**src/rtl/dpu_seq_pkg.sv**
```systemverilog
// rtl/dpu_seq_pkg.sv - shared encodings for the dpu microprogram sequencer
package dpu_seq_pkg;

    localparam int WORD_W = 18;

    // Instruction classes, word[17:16]
    localparam logic [1:0] CLS_ALU    = 2'b00;
    localparam logic [1:0] CLS_BRANCH = 2'b01;
    localparam logic [1:0] CLS_EMIT   = 2'b10;
    localparam logic [1:0] CLS_HALT   = 2'b11;

    // Field positions
    localparam int CLS_HI    = 17;
    localparam int CLS_LO    = 16;
    localparam int N_HI      = 14;
    localparam int N_LO      = 12;
    localparam int R_HI      = 11;
    localparam int R_LO      = 8;
    localparam int A_HI      = 7;
    localparam int A_LO      = 4;
    localparam int B_HI      = 3;
    localparam int B_LO      = 0;
    localparam int BR_ALWAYS = 15;
    localparam int BR_POL    = 14;
    localparam int BR_SEL_HI = 13;
    localparam int BR_SEL_LO = 12;

    // Condition-code bit selected by a branch's sel field
    localparam logic [1:0] CC_SEL_0 = 2'd0;
    localparam logic [1:0] CC_SEL_1 = 2'd1;
    localparam logic [1:0] CC_SEL_2 = 2'd2;
    localparam logic [1:0] CC_SEL_3 = 2'd3;

    typedef enum logic [2:0] {
        ST_IDLE,
        ST_FETCH,
        ST_ISSUE,
        ST_SETTLE,
        ST_EXEC,
        ST_FINISH
    } state_t;

    function automatic logic [1:0] word_class(input logic [WORD_W-1:0] w);
        return w[CLS_HI:CLS_LO];
    endfunction

endpackage

```
**src/rtl/dpu_prog_ram.sv**
```systemverilog
// rtl/dpu_prog_ram.sv - microprogram store, single write port, synchronous read
module dpu_prog_ram
    import dpu_seq_pkg::*;
#(
    parameter int PC_W = 8
) (
    input  logic              clk,
    input  logic              we,
    input  logic [PC_W-1:0]   waddr,
    input  logic [WORD_W-1:0] wdata,
    input  logic              re,
    input  logic [PC_W-1:0]   raddr,
    output logic [WORD_W-1:0] rdata
);

    logic [WORD_W-1:0] mem [2**PC_W];

    // Write and registered read; rdata holds while re is low
    always_ff @(posedge clk) begin
        if (we) begin
            mem[waddr] <= wdata;
        end
        if (re) begin
            rdata <= mem[raddr];
        end
    end

endmodule

```
**src/rtl/dpu_sequencer.sv**
```systemverilog
// rtl/dpu_sequencer.sv - microprogram sequencer driving the DPU buses and opcode
module dpu_sequencer
    import dpu_seq_pkg::*;
#(
    parameter int PC_W      = 8,
    parameter int MAX_STEPS = 1024
) (
    input  logic              clk,
    input  logic              rst,
    input  logic              prog_we,
    input  logic [PC_W-1:0]   prog_addr,
    input  logic [WORD_W-1:0] prog_wdata,
    input  logic              start,
    input  logic [PC_W-1:0]   start_pc,
    input  logic [3:0]        cc,
    output logic [3:0]        Abus,
    output logic [3:0]        Bbus,
    output logic [3:0]        Rbus,
    output logic [2:0]        n,
    output logic              alu_stb,
    output logic              k_valid,
    output logic              busy,
    output logic              done,
    output logic              abort,
    output logic [PC_W-1:0]   pc
);

    localparam int STEP_W = $clog2(MAX_STEPS + 1);

    state_t            state;
    state_t            state_nx;
    state_t            cur;
    logic [PC_W-1:0]   pc_nx;
    logic [STEP_W-1:0] steps;
    logic [STEP_W-1:0] steps_nx;
    logic [3:0]        cc_q;
    logic [3:0]        cc_nx;
    logic [3:0]        a_q;
    logic [3:0]        b_q;
    logic [3:0]        r_q;
    logic [2:0]        n_q;
    logic              load_bus;
    logic              ram_we;
    logic              ram_re;
    logic              taken;
    logic [WORD_W-1:0] word;

    // Program writes are only accepted while idle so a running kernel is never altered
    assign ram_we = prog_we && (state == ST_IDLE);

    dpu_prog_ram #(
        .PC_W(PC_W)
    ) u_ram (
        .clk   (clk),
        .we    (ram_we),
        .waddr (prog_addr),
        .wdata (prog_wdata),
        .re    (ram_re),
        .raddr (pc),
        .rdata (word)
    );

    // The word's class is only known the cycle after FETCH, so that cycle resolves to ISSUE or EXEC
    always_comb begin
        cur = state;
        if ((state == ST_ISSUE) && (word_class(word) != CLS_ALU)) begin
            cur = ST_EXEC;
        end
    end

    assign taken = word[BR_ALWAYS] || (cc_q[word[BR_SEL_HI:BR_SEL_LO]] == word[BR_POL]);

    // Next-state, counters and strobes
    always_comb begin
        state_nx = state;
        pc_nx    = pc;
        steps_nx = steps;
        cc_nx    = cc_q;
        ram_re   = 1'b0;
        load_bus = 1'b0;
        alu_stb  = 1'b0;
        k_valid  = 1'b0;
        done     = 1'b0;
        abort    = 1'b0;
        case (cur)
            ST_IDLE: begin
                if (start) begin
                    pc_nx    = start_pc;
                    steps_nx = '0;
                    state_nx = ST_FETCH;
                end
            end
            ST_FETCH: begin
                if (steps == STEP_W'(MAX_STEPS)) begin
                    abort    = 1'b1;
                    state_nx = ST_IDLE;
                end else begin
                    ram_re   = 1'b1;
                    steps_nx = steps + 1'b1;
                    state_nx = ST_ISSUE;
                end
            end
            ST_ISSUE: begin
                alu_stb  = 1'b1;
                load_bus = 1'b1;
                state_nx = ST_SETTLE;
            end
            ST_SETTLE: begin
                cc_nx    = cc;
                pc_nx    = pc + 1'b1;
                state_nx = ST_FETCH;
            end
            ST_EXEC: begin
                state_nx = ST_FETCH;
                case (word_class(word))
                    CLS_BRANCH: pc_nx = taken ? word[PC_W-1:0] : pc + 1'b1;
                    CLS_EMIT: begin
                        k_valid = 1'b1;
                        pc_nx   = pc + 1'b1;
                    end
                    CLS_HALT: state_nx = ST_FINISH;
                    default:  pc_nx = pc + 1'b1;
                endcase
            end
            ST_FINISH: begin
                done     = 1'b1;
                state_nx = ST_IDLE;
            end
            default: state_nx = ST_IDLE;
        endcase
    end

    // State, pc, step counter, captured cc and held bus values
    always_ff @(posedge clk) begin
        if (rst) begin
            state <= ST_IDLE;
            pc    <= '0;
            steps <= '0;
            cc_q  <= '0;
            a_q   <= '0;
            b_q   <= '0;
            r_q   <= '0;
            n_q   <= '0;
        end else begin
            state <= state_nx;
            pc    <= pc_nx;
            steps <= steps_nx;
            cc_q  <= cc_nx;
            if (load_bus) begin
                a_q <= word[A_HI:A_LO];
                b_q <= word[B_HI:B_LO];
                r_q <= word[R_HI:R_LO];
                n_q <= word[N_HI:N_LO];
            end
        end
    end

    // Buses show the fresh word during ISSUE and otherwise hold the last ALU values
    assign Abus = (cur == ST_ISSUE) ? word[A_HI:A_LO] : a_q;
    assign Bbus = (cur == ST_ISSUE) ? word[B_HI:B_LO] : b_q;
    assign Rbus = (cur == ST_ISSUE) ? word[R_HI:R_LO] : r_q;
    assign n    = (cur == ST_ISSUE) ? word[N_HI:N_LO] : n_q;
    assign busy = (state != ST_IDLE);

endmodule

```
**config.mk**
```make
export PLATFORM = sky130hd
export DESIGN_NAME = dpu_sequencer
export DESIGN_NICKNAME = d
export VERILOG_FILES = /design/src/rtl/dpu_seq_pkg.sv /design/src/rtl/dpu_prog_ram.sv /design/src/rtl/dpu_sequencer.sv
export SDC_FILE = /design/constraint.sdc
export NUM_CORES = 2
export LEC_CHECK = 0
export CAP_MARGIN = 10
export CORE_MARGIN = 1.5
export CORE_UTILIZATION = 40
export DETAILED_ROUTE_END_ITERATION = 12
export SLEW_MARGIN = 15
export SYNTH_ARGS = -nofsm -noshare
export SYNTH_HDL_FRONTEND = slang
export SYNTH_MEMORY_MAX_BITS = 65536
export SYNTH_SLANG_ARGS = --single-unit
```
**constraint.sdc**
```tcl
create_clock -name clk -period 3.94 [get_ports clk]
set_input_delay 0.788 -clock clk [delete_from_list [all_inputs] [get_ports clk]]
set_output_delay 0.788 -clock clk [all_outputs]
set_load 0.01 [all_outputs]
```
# [Word-level counts from Yosys, hierarchy flattened]
# Memories as Yosys holds them, arrays and structs flattened. A register that Yosys moved wholly into a read port is not among the register bits.
# Index checks and enable logic that the tools add are counted.
[op_classes] addsub=2 order_cmp=1 eq_ne=14 n_mux=28 n_reduce_logical=11
[ops] cell="$pmux 8 s3" count=1
[ops] cell="$mux 11" count=2
[ops] cell="$pmux 11 s2" count=1
[ops] cell="$mux 8" count=2
[ops] cell="$pmux 8 s2" count=1
[ops] cell="$pmux 3 s5" count=1
[ops] cell="$mux 3" count=4
[ops] cell="$mux 4" count=3
[ops] cell="$add 11x1->11 const B" count=1
[ops] cell="$eq 11x11->1 const B" count=1
[ops] cell="$mux 1" count=11
[ops] cell="$eq 3x2->1 const B" count=3
[ops] cell="$add 8x1->8 const B" count=1
[ops] cell="$eq 3x3->1 const B" count=2
[ops] cell="$logic_not 3->1" count=2
[ops] cell="$ne 2x2->1 const B" count=3
[ops] cell="$reduce_and 3->1" count=2
[ops] cell="$reduce_bool 3->1" count=2
[ops] cell="$eq 2x2->1 const B" count=2
[ops] cell="$reduce_bool 2->1" count=2
[ops] cell="$eq 3x1->1 const B" count=1
[ops] cell="$lt 2x3->1 const B" count=1
[ops] cell="$bmux 1 s2" count=1
[ops] cell="$eq 2x1->1 const B" count=1
[ops] cell="other kinds (4)" count=5
[word_totals] register_bits=41 ram_bits=4608 in_bits=42 out_inout_bits=28 word_cells=65 mem_count=1
[mem_list] memory="u_ram.mem" depth=256 word_bits=18 rd=1 rd_ports_with_merged_regs=1 write_ports=1 line="dpu_prog_ram.sv:16" text="logic [WORD_W-1:0] mem [2**PC_W];"

# [Longest topological paths before layout]
[logic_depth] word_depth=7 depth_mapped=13

# [Hierarchy]
# From an unflattened synthesis, not the netlist that was laid out.
[unflattened] hier_cells=8528 area_unflattened_um2=180566.9
[by_module_without_submodules] mod="dpu_prog_ram" n_inst=1 cells_per_inst=8281 area_per_inst_um2=178402.4 seq_area_each_um2=138913.2
[by_module_without_submodules] mod="dpu_sequencer" n_inst=1 cells_per_inst=247 area_per_inst_um2=2164.6 seq_area_each_um2=820.8

# [Least setup slack after synthesis]
# Ideal clock, no wire load.
[synth_path] path_type="reg2reg" start="reg state[1]" end="mem u_ram.mem[180][0] (enable)" setup_time_ns=0.393 arrival_time_ns=2.694 required_time_ns=3.547 slack_ns=0.853 stages_incl_launch_ff=9 path_buffers=2 cell_sequence="dfxtp_1 -> clkbuf_1 -> or2_2 -> nor2_1 -> nand2_1 -> nor3b_1 -> nand3_1 -> clkbuf_1 -> nor2_1"
[synth_between] elab_chain_len=4
[synth_rtl] element="start, declared" line="dpu_sequencer.sv:30" text="state_t state;"
[synth_rtl] element="start signal, assigned" line="dpu_sequencer.sv:145" text="state <= state_nx;"
[synth_rtl] element="$logic_not 3->1" line="dpu_sequencer.sv:49" text="assign ram_we = prog_we && (state == ST_IDLE);"
[synth_rtl] element="$logic_and 1x1->1" line="dpu_sequencer.sv:49"
[synth_rtl] element="$mux 1" line="dpu_prog_ram.sv:20" text="if (we) begin"
[synth_rtl] element="$mux 1 (not written as such)" line="dpu_prog_ram.sv:21" text="mem[waddr] <= wdata;"
[synth_rtl] element="end, declared" line="dpu_prog_ram.sv:16"
# Every way passes these cells.

==> impl_metrics.json <==
{
  "ys_types": 68,
  "drive_gt1_share_pct": 27.7,
  "worst_slack_ps": -37.9,
  "core_area_mm2": 0.449,
  "route.detailed.drc": 0,
  "setup-violations-final": 1,
  "drv_cap": 0,
  "netlist_top_cells_count": "edfxtp_1 (4626), mux4_2 (898), mux2i_1 (641)",
  "die_x_um": 675,
  "utilization_pct": 46.6,
  "p_total_mw": 108,
  "wirelength_um": 499000,
  "rr_endpoint": "u_ram.rdata[13]$_DFFE_PP_",
  "area_delta_synth_final_pct": 16.0,
  "grt_pass1_vias": 90900,
  "vias": 91200,
  "first_iter_violations": 11500,
  "fp-row-count": 246,
  "hold_violations": 0,
  "postRouteAntennaNets": 0,
  "gr-total-overflow": 0,
  "async_flop_share_pct": 0,
  "die_h_um": 675,
  "clkLatencyLatePin_ps": 1030,
  "hp-class": "in2reg",
  "max_slew_margin_pct": 10.7,
  "start_kind": "register",
  "track_usage_pct": 21.6,
  "yosysTopAreaCell": "edfxtp_1",
  "io_buffers": 69,
  "p_clk_share_pct": 40.2,
  "antenna_found_initial": 28,
  "viasPerCell": 5.85,
  "worstPathArrival_ps": 4730,
  "rsz0062_at_grt": "no",
  "p_comb_share_pct": 9.0,
  "yosysWarnings": 0,
  "stdcell_area_mm2": 0.209,
  "min_to": "u_ram.mem[65][10]$_DFFE_PP_",
  "final.setup.tns_ps": -37.9,
  "p_leak_nw": 64.8,
  "outcome": "finished, violations left",
  "hpwl_um": 304000,
  "synthCells": 8439,
  "place_area_mm2": 0.194,
  "path_class": "reg2reg",
  "ios": 70,
  "ys_ff_latch": 4667,
  "failed_checks": "setup timing",
  "crit_buf_inv": 3,
  "cp.required_ps": 4700,
  "p_int_mw": 83.1,
  "ys_seq_area_share_pct": 77.4,
  "clock-sinks": 4667,
  "synth-edff-count": 4626,
  "netlist_area_mm2": 0.180,
  "wire_per_inst_um": 32.0,
  "power_density_mw_per_mm2": 516,
  "crit_chain": "buf_12 -> buf_12 -> mux4_2 -> mux4_2 -> a22o_1 -> nor4_2 -> buf_4 -> nor4_1",
  "numCtsBuffers": 455,
  "clk_pin_slew_ps": 70,
  "slowest_delay_ps": 780,
  "start_util_pct": 40.2,
  "synth_nets": 8484,
  "r2r_slack_ps": -40,
  "hold_depth": 1,
  "cts_root_buf": "clkbuf_16",
  "critPathCaptureType": "register",
  "p_sw_share_pct": 23.1,
  "synth_top_area_share_pct": 77.0,
  "nNetsFinal": 9281,
  "cts-htree-levels": 5,
  "syn_avg_cell_area_um2": 21.4,
  "hold_buffers": 0,
  "ys.flop_type": "edfxtp_1",
  "ir_drop_mv": 0.473,
  "power.net_switching_mw": 24.9,
  "clock_skew_ps": 100,
  "post-synth-top-count-cell": "edfxtp_1",
  "synth_area_leaders": "edfxtp_1 (77%), mux4_2 (11%), mux2i_1 (3.6%)",
  "grt_pass1_wl_um": 698000,
  "min-delay-start": "prog_wdata[10]",
  "worst_slew_pin_slew_ps": 1340,
  "path_delay_family": "multiplexers",
  "drv_slew": 0,
  "grt_max_degree": 135,
  "seqPwrFrac_pct": 50.7,
  "cp_max_fo": 48,
  "dieArea_mm2": 0.455,
  "fmax_mhz": 251,
  "fin_crit_ps": 3980,
  "r2r_start": "pc[1]$_SDFFE_PP0P_",
  "dp_slack_ps": -11.4,
  "routabilityCongestion": 0.881,
  "reg2regPathDepth": 8,
  "period_share_pct": 101,
  "cts_buffer_depth": 4,
  "drtPass1Iterations": 8,
  "tritoncts": "yes",
  "crit_slowest_cell": "nor4_2"
}
[per-stage QoR]
stage / hold slack [ps] / instances
final: 197 / 15600
after CTS: 138 / 15600
after detailed placement: 457 / 14700
after global routing: 182 / 15600
after floorplan: 433 / 8439
after global placement: 444 / 14700
[worst reg2reg max path, stage by stage, from the launching register on]
cell	delay [ps]
dfxtp_4	620
buf_12	270
buf_12	360
mux4_2	510
mux4_2	520
a22o_1	360
nor4_2	790
buf_4	240
nor4_1	50
[how the worst max path moves through the flow]
stage                                    startpoint                           to  slack, ps  cells after the start
after floorplan               state[1]$_SDFFE_PP0P_  u_ram.mem[180][0]$_DFFE_PP_        850                      8
after global placement        state[1]$_SDFFE_PP0P_  u_ram.mem[137][6]$_DFFE_PP_       -590                      8
after detailed placement         pc[0]$_SDFFE_PP0P_     u_ram.rdata[4]$_DFFE_PP_        -10                      9
after CTS                 u_ram.rdata[16]$_DFFE_PP_                      Bbus[0]        0.7                      6
after global routing      u_ram.rdata[16]$_DFFE_PP_                      Abus[0]         20                      6
final                            pc[1]$_SDFFE_PP0P_    u_ram.rdata[13]$_DFFE_PP_        -40                      8
[sequential cells by signal, indices dropped and copies added (netlist names)]
register and cells:
n_q 3, pc 8, b_q 4, steps 11
cc_q 4, state 3, a_q 4, r_q 4
u_ram.rdata 18, u_ram.mem 4608
[layer usage]
| layer | track usage (%) | wire length [µm] | vias to the layer above |
|---|---|---|---|
| met5 | 0 | 13 | - |
| met4 | 8.41 | 21000 | 2 |
| met3 | 3.10 | 40200 | 775 |
| met2 | 34.5 | 237000 | 4345 |
| met1 | 30.1 | 201000 | 48700 |
| li1 | - | - | 37300 |
[cell usage in the layout (no fill, tap or decap), types with 50 or more instances in the layout]
master and instances:
nor2_1 131, buf_12 187, o221ai_1 220, a21oi_1 136, nor2_2 200, clkinv_2 91, a211oi_1 51, nand2_1 140
clkinv_1 110, mux4_2 898, nor4_1 52, bufinv_16 50, clkbuf_16 460, nor3_1 111, edfxtp_1 4626, o22ai_1 192
clkbuf_1 83, o21ai_0 73, mux2i_1 641, buf_4 574, mux2_2 81
[cell families after synthesis]
logic type,after synthesis,synth area share [%]
AO/OA/AOI/OAI,799,3.14
flip-flops,4667,77.4
adder cells (fa/ha/maj),3,0.0208
AND/OR/NAND/NOR,814,2.06
multiplexers,1640,15.6
XOR/XNOR,11,0.0534
buffers and inverters,505,1.72
[layout make-up]
cell class,instances,area [µm²]
Tap cell,5952,7450
Inverter,12,57.6
Fill cell,36600,240000
Antenna cell,15,37.5
Multi-Input combinational cell,3267,38300
Clock inverter,298,3100
Clock buffer,543,11800
Sequential cell,4667,140000
Timing Repair Buffer,833,8860
[power groups by stage]
stage / sequential [mW] / clock, mW / combinational, mW
CTS: 54.8 / 44.1 / 9.79
finish: 54.8 / 43.4 / 9.76
floorplan: 55.8 / 0 / 5.41
global route: 54.8 / 45.9 / 10.2
detailed placement: 55.8 / 0 / 9.76
global placement: 55.8 / 0 / 9.66
[repair_timing]
item | 4_1_cts | 5_1_grt
endpoints found under the setup margin | 17 | 14
gates resized for setup | 5 | 5
endpoints found under the hold margin | 0 | 0
setup buffers | 2 | 0
Note: power is estimated with default switching activity, not from simulation.
